$ cat config.mk
export PLATFORM = sky130hd
export DESIGN_NAME = dlx_ex_stage
export DESIGN_NICKNAME = d
export VERILOG_FILES = /design/src/rtl/dlx_ex_stage.sv
export SDC_FILE = /design/constraint.sdc
export NUM_CORES = 1
export LEC_CHECK = 0
export BUFFER_PORTS_ARGS = -buffer_cell sky130_fd_sc_hd__buf_2
export CAP_MARGIN = 0
export CORE_UTILIZATION = 50
export CTS_CLUSTER_SIZE = 14
export DETAILED_ROUTE_END_ITERATION = 8
export PLACE_DENSITY = 0.86
export SKIP_CTS_REPAIR_TIMING = 1
export SYNTH_ARGS = -nofsm -noshare
export SYNTH_HDL_FRONTEND = slang
export SYNTH_SLANG_ARGS = --single-unit
$ cat constraint.sdc
create_clock -name clk -period 5.1 [get_ports clk]
set_input_delay 1.02 -clock clk [delete_from_list [all_inputs] [get_ports clk]]
set_output_delay 1.02 -clock clk [all_outputs]
set_load 0.01 [all_outputs]
$ cat src/rtl/dlx_ex_stage.sv
// DLX execute stage: operand select, ALU, branch resolve, EX->MEM pipeline register.
// Latency 1 cycle for single-cycle ops; MUL occupies EX for 32/MUL_RADIX_BITS+2 cycles.
// Backpressure: stall_EX holds IF/ID/ID->EX while the multiplier is busy (only with DLX_EX_MUL_EN).
// Build option: define DLX_EX_MUL_EN to include the iterative multiplier; otherwise opcode 15 yields 0.
module dlx_ex_stage #(
    parameter int MUL_RADIX_BITS = 1
) (
    input  logic        clk,
    input  logic        reset_n,
    input  logic        nullify,
    input  logic        d_write_enable_EX,
    input  logic        d_load_enable_EX,
    input  logic        Iv_alu_EX,
    input  logic        Pc_alu_EX,
    input  logic [4:0]  I_EX,
    input  logic [4:0]  Rd_EX,
    input  logic [31:0] Iv_EX,
    input  logic [31:0] S1_EX,
    input  logic [31:0] S2_EX,
    input  logic [31:0] PC_EX,
    output logic        pc_cmd_EX,
    output logic [31:0] pc_target_EX,
    output logic        stall_EX,
    output logic        d_write_enable_MEM,
    output logic        d_load_enable_MEM,
    output logic [4:0]  Rd_MEM,
    output logic [31:0] ALU_out_MEM,
    output logic [31:0] d_data_MEM
);

    generate
        if (MUL_RADIX_BITS != 1 && MUL_RADIX_BITS != 2 && MUL_RADIX_BITS != 4) begin : g_bad_radix
            $error("dlx_ex_stage: MUL_RADIX_BITS must be 1, 2 or 4");
        end
    endgenerate

    logic [31:0] op_a;
    logic [31:0] op_b;
    logic [31:0] alu_res;

    // Multiplier handshake into the MEM register logic (constant when the multiplier is absent).
    logic        mul_hold;
    logic        mul_done;
    logic [4:0]  mul_rd;
    logic [31:0] mul_result;

    logic        we_mem_d, ld_mem_d;
    logic [4:0]  rd_mem_d;
    logic [31:0] alu_mem_d, data_mem_d;
    logic        we_mem_q, ld_mem_q;
    logic [4:0]  rd_mem_q;
    logic [31:0] alu_mem_q, data_mem_q;

    assign op_a = Pc_alu_EX ? PC_EX : S1_EX;
    assign op_b = Iv_alu_EX ? Iv_EX : S2_EX;

    // Branch condition tests the forwarded register operand, not the selected ALU input.
    assign pc_cmd_EX    = nullify & (((I_EX == 5'd12) & (S1_EX == 32'd0)) |
                                     ((I_EX == 5'd13) & (S1_EX != 32'd0)));
    assign pc_target_EX = PC_EX + Iv_EX;

    // Single-cycle ALU; branches, MUL and unused opcodes produce 0 here.
    always_comb begin
        alu_res = 32'd0;
        case (I_EX)
            5'd0:  alu_res = op_a + op_b;
            5'd1:  alu_res = op_a - op_b;
            5'd2:  alu_res = op_a & op_b;
            5'd3:  alu_res = op_a | op_b;
            5'd4:  alu_res = op_a ^ op_b;
            5'd5:  alu_res = op_a << op_b[4:0];
            5'd6:  alu_res = op_a >> op_b[4:0];
            5'd7:  alu_res = 32'($signed(op_a) >>> op_b[4:0]);
            5'd8:  alu_res = {31'd0, $signed(op_a) < $signed(op_b)};
            5'd9:  alu_res = {31'd0, op_a < op_b};
            5'd10: alu_res = {31'd0, op_a == op_b};
            5'd11: alu_res = {31'd0, op_a != op_b};
            5'd14: alu_res = {op_b[15:0], 16'h0000};
            default: alu_res = 32'd0;
        endcase
    end

`ifdef DLX_EX_MUL_EN
    typedef enum logic [1:0] {
        MUL_IDLE = 2'd0,
        MUL_BUSY = 2'd1,
        MUL_DONE = 2'd2
    } mul_state_t;

    localparam int        MUL_STEPS = 32 / MUL_RADIX_BITS;
    localparam logic [4:0] LAST_STEP = 5'(MUL_STEPS - 1);

    mul_state_t  state_q, state_d;
    logic        mul_req, mul_start;
    logic [31:0] mul_a_q, mul_b_q, mul_acc_q, mul_pp;
    logic [4:0]  mul_cnt_q, mul_rd_q;

    assign mul_req = (I_EX == 5'd15) & ~nullify;

    // Multiplier state register.
    always_ff @(posedge clk) begin
        if (!reset_n) state_q <= MUL_IDLE;
        else          state_q <= state_d;
    end

    // Multiplier next-state: IDLE -> BUSY for MUL_STEPS cycles -> DONE -> IDLE.
    always_comb begin
        state_d = state_q;
        case (state_q)
            MUL_IDLE: if (mul_req) state_d = MUL_BUSY;
            MUL_BUSY: if (mul_cnt_q == LAST_STEP) state_d = MUL_DONE;
            MUL_DONE: state_d = MUL_IDLE;
            default:  state_d = MUL_IDLE;
        endcase
    end

    // Multiplier outputs: stall from the accepting cycle through the last busy cycle.
    always_comb begin
        mul_start = 1'b0;
        mul_hold  = 1'b0;
        mul_done  = 1'b0;
        case (state_q)
            MUL_IDLE: begin
                mul_start = mul_req;
                mul_hold  = mul_req;
            end
            MUL_BUSY: mul_hold = 1'b1;
            MUL_DONE: mul_done = 1'b1;
            default:  mul_hold = 1'b0;
        endcase
    end

    // Partial product of the shifted multiplicand and the next multiplier digit.
    assign mul_pp = mul_a_q * {{(32 - MUL_RADIX_BITS){1'b0}}, mul_b_q[MUL_RADIX_BITS-1:0]};

    // Shift-and-add datapath: multiplicand moves left, multiplier right, one digit per cycle.
    always_ff @(posedge clk) begin
        if (!reset_n) begin
            mul_a_q   <= 32'd0;
            mul_b_q   <= 32'd0;
            mul_acc_q <= 32'd0;
            mul_cnt_q <= 5'd0;
            mul_rd_q  <= 5'd0;
        end else if (mul_start) begin
            mul_a_q   <= op_a;
            mul_b_q   <= op_b;
            mul_acc_q <= 32'd0;
            mul_cnt_q <= 5'd0;
            mul_rd_q  <= Rd_EX;
        end else if (state_q == MUL_BUSY) begin
            mul_a_q   <= mul_a_q << MUL_RADIX_BITS;
            mul_b_q   <= mul_b_q >> MUL_RADIX_BITS;
            mul_acc_q <= mul_acc_q + mul_pp;
            mul_cnt_q <= mul_cnt_q + 5'd1;
        end
    end

    // Reset gates the stall directly so ID is released in the reset cycle itself.
    assign stall_EX   = reset_n & mul_hold;
    assign mul_rd     = mul_rd_q;
    assign mul_result = mul_acc_q;
`else
    assign mul_hold   = 1'b0;
    assign mul_done   = 1'b0;
    assign mul_rd     = 5'd0;
    assign mul_result = 32'd0;
    assign stall_EX   = 1'b0;
`endif

    // EX->MEM next state: bubble for branches and multiplier wait, product on completion.
    always_comb begin
        rd_mem_d   = Rd_EX;
        we_mem_d   = d_write_enable_EX;
        ld_mem_d   = d_load_enable_EX;
        data_mem_d = S2_EX;
        // r0 must read back as 0 through forwarding; memory ops still need the address.
        alu_mem_d  = ((Rd_EX == 5'd0) && !(d_write_enable_EX || d_load_enable_EX)) ? 32'd0 : alu_res;
        if (mul_done) begin
            rd_mem_d  = mul_rd;
            we_mem_d  = 1'b0;
            ld_mem_d  = 1'b0;
            alu_mem_d = (mul_rd == 5'd0) ? 32'd0 : mul_result;
        end else if (nullify || mul_hold) begin
            rd_mem_d   = 5'd0;
            we_mem_d   = 1'b0;
            ld_mem_d   = 1'b0;
            alu_mem_d  = 32'd0;
            data_mem_d = 32'd0;
        end
    end

    // EX->MEM pipeline register.
    always_ff @(posedge clk) begin
        if (!reset_n) begin
            rd_mem_q   <= 5'd0;
            we_mem_q   <= 1'b0;
            ld_mem_q   <= 1'b0;
            alu_mem_q  <= 32'd0;
            data_mem_q <= 32'd0;
        end else begin
            rd_mem_q   <= rd_mem_d;
            we_mem_q   <= we_mem_d;
            ld_mem_q   <= ld_mem_d;
            alu_mem_q  <= alu_mem_d;
            data_mem_q <= data_mem_d;
        end
    end

    assign Rd_MEM             = rd_mem_q;
    assign d_write_enable_MEM = we_mem_q;
    assign d_load_enable_MEM  = ld_mem_q;
    assign ALU_out_MEM        = alu_mem_q;
    assign d_data_MEM         = data_mem_q;

endmodule

==> results by group <==
Timing
  • Final Hold Vio Count: 0
  • Total Neg Setup Slack: 0 ns
  • Unrepaired setup endpoints after global routing: no
  • Slew margin rel.: 0.386
  • Max Clk Rate: 202 MHz
  • Hold Slack: 0.873 ns
  • # setup viols final: 0
  • Slew Limit Fails: 0
  • Worst-Margin Slew: 0.911 ns
  • Tcrit/Tclk final: 0.971
  • Final min period: 4.95 ns

Drt
  • Detailed router's first-iteration violation count: 2651
  • Vias: 16500
  • DRT Pass-1 Iters: 8
  • Routed WL per cell: 26.9 microns
  • Total Wirelength: 64800 microns
  • Via density: 6.84
  • Detail Route Antenna Nets: 0
  • DRC: 0

Synth
  • Synth area leader: ha_1
  • Post-synth EDFFs: 0
  • Syn. warnings: 0
  • Count leader, synth: nor2_1
  • Top cells by area, synth: ha_1 12%, mux2i_1 12%, dfxtp_1 11%
  • Post-synth ARST share: 0
  • Avg Synthesized Cell Area: 7.23 sq um
  • Mapped Area: 13100 sq um
  • Mapped Nets: 2084
  • Netlist cell types: 98
  • Most common library cells after synthesis: 178 x nor2_1, 164 x a21oi_1, 152 x mux2i_1, 130 x ha_1, 123 x nand2_1
  • Share of the synthesized area in the top cell type: 0.125
  • Cell count after synthesis: 1806
  • Share of the yosys chip area belonging to registers: 0.109
  • Number of synthesized register bits: 71
  • Post-synth top flop: dfxtp_1

Worst setup path
  • Slowest stage delay, CP: 0.41 ns
  • Setup crit end: pc_target_EX[28]
  • CP arrival: 3.93 ns
  • CP cell instances: buf_2 -> ha_1 -> inv_1 -> fa_1 -> nor2b_1 -> o21ai_0 -> a211oi_1 -> nor3_1 -> o21ai_1 -> a311oi_1 -> nor3_2 -> o221ai_1 -> xnor2_1 -> buf_2
  • Startpoint Class: input pin
  • Crit path from: Iv_EX[0]
  • Setup CP Type: in -> out
  • CP Capture Type: primary output
  • Slowest CP cell: a211oi_1
  • Critical Path RT: 4.08 ns
  • Most frequent CP cell: buf_2
  • Critical-path maximum fanout: 3

Final layout
  • Final nets: 2349
  • Layout cells sized above 1: 0.225
  • Area delta synth->final: 18.8%
  • Fillers: 2421

Global routing
  • Grt ovf: 0
  • Vias in the first global route: 14700
  • Antenna violations before repair: 1
  • Pin count of the biggest net entering global routing: 58
  • First-pass GRT wire length: 94200 microns
  • Total GRT Usage: 0.473

CTS
  • CTS tree: built
  • CTS Sinks: 71
  • Clock transition at path regs: 0.07 ns
  • CTS Root Cell: clkbuf_16
  • Htree depth: 3
  • Clock Tree Buf Depth: 2
  • CTS buffer count: 9

Die
  • DIE AREA: 26800 sq um
  • Die X: 164 microns
  • # IOs: 250
  • Initial Utilization: 0.514
  • Die Ht: 164 microns
  • Site Rows: 58
  • Core ar.: 25400 sq um

Flow run
  • Maximum capacitance violations: 0

Status
  • Status: complete, no violations

Pwr
  • Power per Cell Area: 213 nW/um^2
  • Peak supply drop: 0.000160 V
  • Leak: 7.26 nW

Placed design
  • RD Place Congestion: 1.10
  • Hpwl dp: 51600 microns
  • IO buf count: 248

Min path
  • HP Class: in -> reg
==> registers in the layout, indices dropped and copies added, names as in the netlist <==
signal and count:
ALU_out_MEM 32, d_data_MEM 32, Rd_MEM 5, d_load_enable_MEM 1
d_write_enable_MEM 1
==> worst max-delay path, delay by kind of cell <==
family	cells	cell delay (ns)
buffers and inverters	3	0.35
adder cells (fa/ha/maj)	2	0.60
XOR/XNOR	1	0.19
AO/OA/AOI/OAI	5	1.24
AND/OR/NAND/NOR	3	0.52
==> worst min path at each step <==
| stage | cells after the start | from | slack [ns] | endpoint |
|---|---|---|---|---|
| final | 2 | S2_EX[25] | 0.87 | d_data_MEM[25]$_SDFF_PP0_ |
| after CTS | 2 | S2_EX[25] | 0.87 | d_data_MEM[25]$_SDFF_PP0_ |
| after detailed placement | 2 | S2_EX[25] | 1.24 | d_data_MEM[25]$_SDFF_PP0_ |
| after floorplan | 1 | Rd_EX[0] | 1.14 | Rd_MEM[0]$_SDFF_PP0_ |
| after global placement | 2 | S2_EX[31] | 1.24 | d_data_MEM[31]$_SDFF_PP0_ |
| after global routing | 2 | S2_EX[25] | 0.89 | d_data_MEM[25]$_SDFF_PP0_ |
==> cells by family after synthesis <==
kind of cell    count (synthesis)  share of synthesized area
compound gates                598                      0.307
xor+xnor                       43                     0.0289
fa+ha+maj                     133                      0.129
buf+inv                       237                     0.0779
flops                          71                      0.109
mux                           184                      0.151
other cells                     1                   0.000287
simple gates                  539                      0.196
==> area by class of cell <==
| cell class | count | area (sq um) | share of cell area |
|---|---|---|---|
| well taps | 330 | 413 | 0.0266 |
| clock inverters | 5 | 56.3 | 0.00363 |
| multi-input cells | 1498 | 10700 | 0.689 |
| inverters | 114 | 428 | 0.0276 |
| repair buffers | 377 | 2250 | 0.145 |
| diodes | 1 | 2.50 | 0.000161 |
| clock buffers | 11 | 253 | 0.0163 |
| flip-flops and latches | 71 | 1420 | 0.0917 |
==> metal layers <==
layer	GRT usage	up-vias	share of wire
met2	0.739	1347	0.43
li1	-	7194	-
met5	0	-	0
met4	0.304	0	0.076
met1	0.593	7653	0.37
met3	0.0889	266	0.12
==> stage by stage <==
stage | power (mW) | instance area, sq um | utilization | instances | setup slack (ns)
2_1_floorplan | 1.83 | 13100 | - | 1806 | 0.0869
3_3_place_gp | 2.49 | 15200 | 0.597 | 2390 | 0.0708
3_5_place_dp | 2.50 | 15200 | 0.597 | 2390 | 0.0413
4_1_cts | 3.21 | 15500 | 0.610 | 2406 | 0.0363
5_1_grt | 3.42 | 15500 | 0.610 | 2406 | 0.00387
6_report | 3.31 | 15500 | 0.610 | 2407 | 0.145
==> power breakdown <==
part	internal [mW]	total [mW]	leakage (nW)	switching, mW
Sequential	0.572	0.577	0.579	0.00436
Clock	0.407	0.723	0.152	0.317
Combinational	0.741	2.01	6.53	1.27
Total	1.72	3.31	7.26	1.59
==> placed cells by master (no fill, tap or decap), drive strengths merged, types with 7 or more instances in the layout <==
master,instances
o211ai,23
a311oi,7
mux2,21
a2111oi,9
o2111ai,8
and2,53
mux2i,157
a21o,24
o31a,8
a221o,8
nand4,13
xnor2,36
nor3,44
nor2b,10
and3,13
inv,111
or2,12
clkbuf,11
xor2,7
ha,130
o221ai,17
o21bai,16
nand2,123
o22ai,28
buf,377
a22oi,13
dfxtp,71
nor4,17
a31oi,35
nor2,180
a221oi,17
o21ai,111
a21oi,164
a211oi,39
o21a,7
nand2b,15
nand3,32
o31ai,12
or3,11
Power figures use the tool's default switching activity.
